==> config.mk <==
export PLATFORM = sky130hd
export DESIGN_NAME = pwm_tone_synth_flat
export DESIGN_NICKNAME = d
export VERILOG_FILES = /design/src/rtl/pwm_tone_synth_pkg.sv /design/src/rtl/pwm_tone_synth_if.sv /design/src/rtl/pwm_tone_synth_voice.sv /design/src/rtl/pwm_tone_synth.sv /design/src/flat_wrapper.sv
export SDC_FILE = /design/constraint.sdc
export NUM_CORES = 1
export LEC_CHECK = 0
export ABC_AREA = 0
export BUFFER_PORTS_ARGS = -buffer_cell sky130_fd_sc_hd__buf_4
export CORE_MARGIN = 4
export CORE_UTILIZATION = 40
export CTS_CLUSTER_DIAMETER = 200
export CTS_CLUSTER_SIZE = 10
export DETAILED_ROUTE_END_ITERATION = 8
export SETUP_SLACK_MARGIN = 0.3
export SLEW_MARGIN = 20
export SYNTH_ARGS = -nofsm -noshare
export SYNTH_HDL_FRONTEND = slang
export SYNTH_SLANG_ARGS = --single-unit
==> constraint.sdc <==
create_clock -name clk -period 7.7 [get_ports clk]
set_input_delay 1.54 -clock clk [delete_from_list [all_inputs] [get_ports clk]]
set_output_delay 1.54 -clock clk [all_outputs]
set_load 0.01 [all_outputs]
==> src/rtl/pwm_tone_synth_pkg.sv <==
// Shared widths and helpers for the four-voice PWM tone synthesizer.
package pwm_tone_synth_pkg;

  localparam int NUM_VOICES = 4;
  localparam int NUM_REGS   = 2 * NUM_VOICES;  // half-period regs, then amplitude regs
  localparam int MIX_BITS   = 10;
  localparam int PWM_BITS   = 10;
  localparam int PER_BITS   = 16;

  // Contribution of one voice to the mix: its amplitude while the square is high.
  function automatic logic [MIX_BITS-1:0] voice_level(input logic                on,
                                                      input logic [MIX_BITS-1:0] amp);
    return on ? amp : '0;
  endfunction

endpackage

==> src/rtl/pwm_tone_synth_if.sv <==
// Register bus from the Core: eight 16-bit PWM registers.
// Words 0..3 are voice half-periods in ticks, words 4..7 are voice amplitudes.
interface pwm_tone_synth_if;
  import pwm_tone_synth_pkg::*;

  logic [NUM_REGS-1:0][PER_BITS-1:0] pwm_reg;

  modport master (output pwm_reg);
  modport slave  (input  pwm_reg);
endinterface

==> src/rtl/pwm_tone_synth_voice.sv <==
// One square-wave tone voice. The half-period is shadowed and only reloaded
// at a half-period edge (or while muted), so register writes never glitch
// the half-cycle that is already running.
module tone_voice
  import pwm_tone_synth_pkg::*;
(
  input  logic                clk,
  input  logic                rst,
  input  logic                tick,
  input  logic [PER_BITS-1:0] period_in,
  output logic                phase,
  output logic                active
);

  logic [PER_BITS-1:0] cnt;
  logic [PER_BITS-1:0] per;

  // Tick-driven half-period counter; >= compare keeps a shortened period from running away.
  always_ff @(posedge clk or negedge rst) begin
    if (!rst) begin
      cnt   <= '0;
      per   <= '0;
      phase <= 1'b0;
    end else if (tick) begin
      if (per == '0) begin
        cnt   <= '0;
        phase <= 1'b0;
        per   <= period_in;
      end else if (cnt >= per - PER_BITS'(1)) begin
        cnt   <= '0;
        phase <= ~phase;
        per   <= period_in;
      end else begin
        cnt   <= cnt + PER_BITS'(1);
      end
    end
  end

  assign active = (per != '0);

endmodule

==> src/rtl/pwm_tone_synth.sv <==
// Four-voice square-wave tone synthesizer with a 10-bit PWM audio output.
// Prescaler -> tone voices -> registered mixer -> frame-latched PWM modulator.
module pwm_tone_synth
  import pwm_tone_synth_pkg::*;
#(
  parameter int TICK_DIV = 16,
  parameter int AMP_BITS = 8
) (
  input  logic                  clk,
  input  logic                  rst,
  pwm_tone_synth_if.slave       bus,
  output logic                  audio_pwm,
  output logic [MIX_BITS-1:0]   sample,
  output logic                  sample_valid,
  output logic [NUM_VOICES-1:0] voice_phase
);

  localparam logic [15:0] TICK_LAST = 16'(TICK_DIV - 1);

  logic [15:0]                          tick_cnt;
  logic                                 tick;
  logic [NUM_VOICES-1:0]                ph;
  logic [NUM_VOICES-1:0]                act;
  logic [NUM_VOICES-1:0][MIX_BITS-1:0]  level;
  logic [MIX_BITS-1:0]                  mix_d;
  logic [MIX_BITS-1:0]                  mix_q;
  logic [PWM_BITS-1:0]                  pwm_cnt;
  logic                                 frame_end;

  // Prescaler: one-cycle tick every TICK_DIV clocks.
  always_ff @(posedge clk or negedge rst) begin
    if (!rst) tick_cnt <= '0;
    else      tick_cnt <= tick ? 16'd0 : tick_cnt + 16'd1;
  end

  assign tick = (tick_cnt == TICK_LAST);

  for (genvar i = 0; i < NUM_VOICES; i++) begin : g_voice
    tone_voice u_voice (
      .clk       (clk),
      .rst       (rst),
      .tick      (tick),
      .period_in (bus.pwm_reg[i]),
      .phase     (ph[i]),
      .active    (act[i])
    );

    // A muted voice reports low phase even if its last edge flipped it high.
    assign voice_phase[i] = ph[i] & act[i];
    // Amplitude is taken live from the register, not shadowed.
    assign level[i] = voice_level(voice_phase[i],
                                  MIX_BITS'(bus.pwm_reg[NUM_VOICES + i][AMP_BITS-1:0]));
  end

  // Sum of active voice levels; 4 x 255 fits in 10 bits without saturation.
  always_comb begin
    mix_d = '0;
    for (int i = 0; i < NUM_VOICES; i++) mix_d = mix_d + level[i];
  end

  // Mixer register.
  always_ff @(posedge clk or negedge rst) begin
    if (!rst) mix_q <= '0;
    else      mix_q <= mix_d;
  end

  assign frame_end = &pwm_cnt;

  // Free-running PWM frame counter.
  always_ff @(posedge clk or negedge rst) begin
    if (!rst) pwm_cnt <= '0;
    else      pwm_cnt <= pwm_cnt + PWM_BITS'(1);
  end

  // Latch the mix only at the frame boundary so duty never changes mid-frame.
  always_ff @(posedge clk or negedge rst) begin
    if (!rst) begin
      sample       <= '0;
      sample_valid <= 1'b0;
    end else begin
      sample_valid <= frame_end;
      if (frame_end) sample <= mix_q;
    end
  end

  // Registered comparator output drives the RC stage.
  always_ff @(posedge clk or negedge rst) begin
    if (!rst) audio_pwm <= 1'b0;
    else      audio_pwm <= (MIX_BITS'(pwm_cnt) < sample);
  end

endmodule

==> src/flat_wrapper.sv <==
// flat-port wrapper written by rule: the top's interface ports become plain ports
module pwm_tone_synth_flat import pwm_tone_synth_pkg::*;
#(
  parameter int TICK_DIV = 16,
  parameter int AMP_BITS = 8
)
  (clk, rst, audio_pwm, sample, sample_valid, voice_phase, bus_pwm_reg);
  pwm_tone_synth_if bus_i ();
  input  logic clk;
  input  logic rst;
  output logic audio_pwm;
  output logic [MIX_BITS-1:0] sample;
  output logic sample_valid;
  output logic [NUM_VOICES-1:0] voice_phase;
  input wire logic [$bits(bus_i.pwm_reg)-1:0] bus_pwm_reg;
  assign bus_i.pwm_reg = bus_pwm_reg;
  pwm_tone_synth #(.TICK_DIV(TICK_DIV), .AMP_BITS(AMP_BITS)) u_core (.clk(clk), .rst(rst), .bus(bus_i), .audio_pwm(audio_pwm), .sample(sample), .sample_valid(sample_valid), .voice_phase(voice_phase));
endmodule
* Word level (Yosys, flattened, before mapping)
Index checks and enable logic that the tools add are counted.
** Storage, ports and cells
- Word-level logic and storage cells :: 91
- Register bits :: 180
- Input port bits :: 130
** Operators by class
- Multiplexer cells :: 29
- $lt $le $gt $ge :: 5
- Add/subtract/negate cells :: 13
- Reductions and logical operators :: 17
- Bitwise operators :: 8
- Equal/unequal tests :: 1
** Operator list (number)
- $mux 16 :: 17
- $add 16x1->16 const B :: 5
- $ge 16x16->1 :: 4
- $logic_not 16->1 :: 4
- $reduce_bool 16->1 :: 4
- $sub 16x1->16 const B :: 4
- $mux 8 :: 4
- $add 10x10->10 :: 3
- $eq 16x4->1 const B :: 1
- $add 10x1->10 const B :: 1
- $lt 10x10->1 :: 1
- $reduce_and 10->1 :: 1
- $mux 1 :: 8
- $reduce_and 2->1 :: 4
- $reduce_bool 2->1 :: 4
- $and 1x1->1 :: 4
- $not 1->1 :: 4

* Depth between registers and ports, before layout
- Depth after elaboration :: 6
- Gate-level depth with buffers :: 20
- Mapped depth without buffers :: 19

* By module
From an unflattened synthesis, not the netlist that was laid out.
** Unflattened totals
- Cell total of the unflattened synthesis :: 1089
- Area, all modules :: 11370.9 um^2
** Modules (own cells, without submodules)
- tone_voice (u_core.g_voice[1].u_voice ...) :: cells an instance 204, times used 3, area each 2097.0 um^2
- pwm_tone_synth :: cells an instance 272, times used 1, area each 2950.3 um^2
- tone_voice (u_core.g_voice[0].u_voice) :: cells an instance 205, times used 1, area each 2129.5 um^2

* Worst setup path after synthesis
Ideal clock, no wire load.
- Path kind :: register to register
- From :: register u_core.g_voice[0].u_voice.per[11]
- To :: register u_core.mix_q[8]
- Buffers on the path :: 1
- Path slack :: 3409 ps
- Library setup time :: 80 ps
- Cell stages (with the launch flop) :: 17
- Data arrival time :: 4211 ps
- Cells stage by stage :: dfrtp_1 > or3_1 > or3_1 > nor3_1 > nor2b_1 > clkbuf_1 > and2_1 > fa_1 > inv_1 > fa_1 > inv_1 > ha_1 > a21o_1 > a21oi_1 > o21ai_0 > o41ai_1 > xnor2_1
** On the way
- Longest elaborated chain between the ends :: 6
** RTL lines
- start, declared :: line pwm_tone_synth_voice.sv:16 : logic [PER_BITS-1:0] per;
- start signal, assigned :: line pwm_tone_synth_voice.sv:28 : per <= period_in;
- start signal, assigned :: line pwm_tone_synth_voice.sv:32 : per <= period_in;
- $reduce_bool 16->1 :: line pwm_tone_synth_voice.sv:39 : assign active = (per != '0);
- $and 1x1->1 :: line pwm_tone_synth.sv:49 : assign voice_phase[i] = ph[i] & act[i];
- net voice_phase[0] :: line flat_wrapper.sv:14 : output logic [NUM_VOICES-1:0] voice_phase;
- $mux 8 :: line pwm_tone_synth_pkg.sv:13 : return on ? amp : '0;
- $add 10x10->10 (3 in a row) :: line pwm_tone_synth.sv:58 : for (int i = 0; i < NUM_VOICES; i++) mix_d = mix_d + level[i];
- net u_core.mix_d[8] :: line pwm_tone_synth.sv:25 : logic [MIX_BITS-1:0] mix_d;
- end signal, assigned :: line pwm_tone_synth.sv:64 : else mix_q <= mix_d;
- end, declared :: line pwm_tone_synth.sv:26 : logic [MIX_BITS-1:0] mix_q;
The timed path passes the listed nets, and every way through them passes these cells.
A chain may end at the register's enable or synchronous reset.

* Worst setup path after layout
- From :: register u_core.g_voice[0].u_voice.per[11]
- To :: register u_core.mix_q[9]
** On the way
- Longest elaborated chain between the ends :: 6
** RTL lines (line)
- $reduce_bool 16->1 :: pwm_tone_synth_voice.sv:39
- $and 1x1->1 :: pwm_tone_synth.sv:49
- $mux 8 :: pwm_tone_synth_pkg.sv:13
- $add 10x10->10 (3 in a row) :: pwm_tone_synth.sv:58
- net u_core.mix_d[9] :: pwm_tone_synth.sv:25
The timed path passes the listed nets, and every way through them passes these cells.

==> results.json <==
{
  "status": "complete, no violations",
  "power_uw": 1980,
  "drc": 0,
  "yosysSeqAreaShare_pct": 40.3,
  "rr_endpoint": "u_core.mix_q[9]",
  "die_h_um": 175,
  "rows": 60,
  "endpoint": "u_core.mix_q[9]",
  "grt-ovfl-total": 0,
  "path_cells": "or3_1 > or3_1 > nor3_1 > nor2b_1 > and2_1 > fa_1 > inv_1 > fa_1 > inv_1 > ha_1 > inv_1 > fa_1 > nor2b_1 > o21ai_0 > nand2b_1 > a21o_1 > a21oi_1 > o21ai_0",
  "drt-total-wl_um": 23000,
  "reg2reg_depth": 18,
  "finClkSkew_ps": 16.3,
  "worst_slew_margin_rel_pct": 34.8,
  "pre_cts_ws_ps": 3090,
  "synth.avg_cell_area_um2": 9.95,
  "first_iter_violations": 449,
  "rsz0062_at_grt": "no",
  "initial_core_util_pct": 41.1,
  "cts_resized": 0,
  "setup_tns_ps": 0,
  "path_buf_inv": 3,
  "vias": 8262,
  "drive_above_1_share_pct": 18.0,
  "syn_nets": 1364,
  "synthesis.area_mm2": 0.0112,
  "area_growth_pct": 16.3,
  "clockRootBuffer": "clkbuf_16",
  "drt-pass1-iter-count": 4,
  "clk_latency_ps": 430,
  "clk_path_buf_depth": 2,
  "nets": 1475,
  "hold_class": "flip-flop to flip-flop",
  "grt_max_degree": 130,
  "fin_crit_ps": 4560,
  "routabilityCongestion": 0.790,
  "fp.coreArea_mm2": 0.0272,
  "end_kind": "flip-flop",
  "maxCapViolCount": 0,
  "critPathArrivalTime_ps": 4850,
  "cpMaxStageDelayCell": "fa_1",
  "grt_pass1_wl_um": 40200,
  "die_area_mm2": 0.0307,
  "h-tree-depth": 4,
  "cts_tree": "built",
  "wl_per_cell_um": 14.2,
  "critPathKind": "flip-flop to flip-flop",
  "synth-seq-cells": 180,
  "p_leak_uw": 0.00585,
  "synthArstFlopShare_pct": 100,
  "hold_violations": 0,
  "vias_per_cell": 5.11,
  "setup_ws_ps": 3140,
  "grt_pass1_vias": 8236,
  "antenna_found_initial": 0,
  "cts_made_buffers": 17,
  "dpl.hpwl_um": 17300,
  "reg2reg_slack_ps": 3140,
  "crit_path_start_kind": "flip-flop",
  "worstMarginPinSlew_ps": 978,
  "worst-path-stages": 18,
  "cp-startpoint": "u_core.g_voice[0].u_voice.per[11]",
  "antenna_left": 0,
  "slew_viol_final": 0,
  "worst_path_largest_cell_delay_ps": 550,
  "timing.rr.start": "u_core.g_voice[0].u_voice.per[11]",
  "clock.fmax_mhz": 219,
  "crit_family": "simple AND/OR/NAND/NOR gates",
  "syn-instance-count": 1122,
  "ir_drop_mv": 0.140,
  "postCtsSetupRepairBufs": 0,
  "io_pins": 146,
  "period_share_pct": 59.3,
  "worst_ep_required_time_ps": 7990,
  "portBuffers": 113,
  "setup_viol": 0,
  "cts.clk_slew.worst_paths_ps": 70,
  "power_density_mw_per_mm2": 152,
  "track_usage_pct": 15.6,
  "synth_cell_types": 63,
  "n_antenna_cell": 0,
  "clock-sinks": 180,
  "synth_ff_type": "dfrtp_1",
  "die_x_um": 175,
  "cp_max_fo": 9,
  "synth_edf_count": 0,
  "hold_buffers": 0,
  "yosysWarningCount": 0
}
==> worst register-to-register path: cells and delay by family, from the launching register on <==
kind                     cells  cell delay, ps
AO/OA/AOI/OAI                4             700
flip-flops                   1             410
AND/OR/NAND/NOR              7            1660
adder cells (fa/ha/maj)      4            1490
buffers and inverters        3             180
==> final cells by class <==
class | instances | area [um^2]
inverter | 67 | 251
fill | 2558 | 14200
clock buffer | 20 | 447
tap | 372 | 465
clock inverter | 12 | 120
multi-input combinational | 846 | 6280
sequential | 180 | 4500
timing repair buffer | 121 | 916
==> layer usage <==
| metal | vias to the layer above | track usage [%] | wire length (um) |
|---|---|---|---|
| met3 | 17 | 2.62 | 650 |
| met5 | - | 0 | 0 |
| met4 | 0 | 4.22 | 307 |
| met2 | 94 | 24.7 | 10800 |
| met1 | 3970 | 22.3 | 11300 |
| li1 | 4181 | - | - |
==> flip-flops by register name, indices dropped and copies added (netlist names) <==
signal	count
u_core.pwm_cnt	10
u_core.audio_pwm	1
u_core.g_voice.u_voice.phase	4
u_core.g_voice.u_voice.cnt	64
u_core.g_voice.u_voice.per	64
u_core.sample	10
u_core.tick_cnt	16
u_core.mix_q	10
u_core.sample_valid	1
==> metrics by stage <==
stage                     instances  utilization (%)  hold WS, ps  instance area, um^2
after floorplan                1122                -          426                11200
after global placement         1586             45.7          432                12400
after detailed placement       1586             45.7          437                12400
after CTS                      1618             47.8          442                13000
after global routing           1618             47.8          468                13000
final                          1618             47.8          437                13000
==> cells in the mapped netlist, types with 16 or more instances <==
cell type	number	area share [%]
o21ai_0	42	1.9
nand2_1	92	3.1
and2_1	23	1.3
dfrtp_1	180	40
inv_1	67	2.3
nor4_1	18	1.0
ha_1	96	11
nor2_1	86	2.9
xnor2_1	74	5.8
a21oi_1	41	1.8
mux2_2	50	5.0
fa_1	16	2.9
xor2_1	38	3.0
nand3_1	53	2.4
nor3_1	30	1.3
nand4_1	30	1.7
==> cells by family (layout without fill, tap and decap cells) <==
| kind of cell | after synthesis | in the layout | synth area share [%] |
|---|---|---|---|
| muxes | 63 | 63 | 6.62 |
| DFF | 180 | 180 | 40.3 |
| buffers and inverters | 96 | 220 | 3.48 |
| xor gates and xnor gates | 112 | 112 | 8.78 |
| and+or+nand+nor | 402 | 402 | 18.3 |
| AOI/OAI and AO/OA | 157 | 157 | 8.91 |
| adders and majority gates | 112 | 112 | 13.6 |
==> cell usage in the layout, fill, tap and decap left out, drive strengths merged, types with 4 or more instances in the layout <==
cell | Yosys | final
or2 | 4 | 4
nor3 | 30 | 30
nand2 | 92 | 92
o31ai | 4 | 4
xnor2 | 74 | 74
and2 | 23 | 23
inv | 67 | 72
xor2 | 38 | 38
a31oi | 14 | 14
or3 | 10 | 10
nor2b | 9 | 9
and3 | 15 | 15
nand4 | 31 | 31
o21ai | 44 | 44
or4 | 6 | 6
clkbuf | 15 | 20
o22ai | 6 | 6
nor2 | 87 | 87
fa | 16 | 16
mux2 | 60 | 60
a32o | 6 | 6
ha | 96 | 96
a22o | 4 | 4
a211oi | 6 | 6
clkinv | 0 | 5
buf | 14 | 121
nor4 | 21 | 21
nand3 | 53 | 53
dfrtp | 180 | 180
a21o | 12 | 12
nand2b | 11 | 11
a21oi | 41 | 41
==> worst min path at each step <==
| stage | startpoint | to | slack (ps) | depth (start not counted) |
|---|---|---|---|---|
| finish | u_core.mix_q[1] | u_core.sample[1] | 440 | 2 |
| global route | u_core.mix_q[1] | u_core.sample[1] | 470 | 2 |
| CTS | u_core.mix_q[1] | u_core.sample[1] | 440 | 2 |
| detailed placement | u_core.mix_q[3] | u_core.sample[3] | 440 | 2 |
| global placement | u_core.mix_q[4] | u_core.sample[4] | 430 | 2 |
| floorplan | u_core.mix_q[1] | u_core.sample[1] | 430 | 2 |
==> power by group <==
| group | total, uW | internal, uW | switching, uW |
|---|---|---|---|
| logic | 143 | 77.7 | 65.1 |
| clock network | 850 | 461 | 388 |
| registers | 985 | 964 | 21.4 |
| total | 1980 | 1500 | 475 |
No activity file was read; power rests on OpenSTA's default activity.
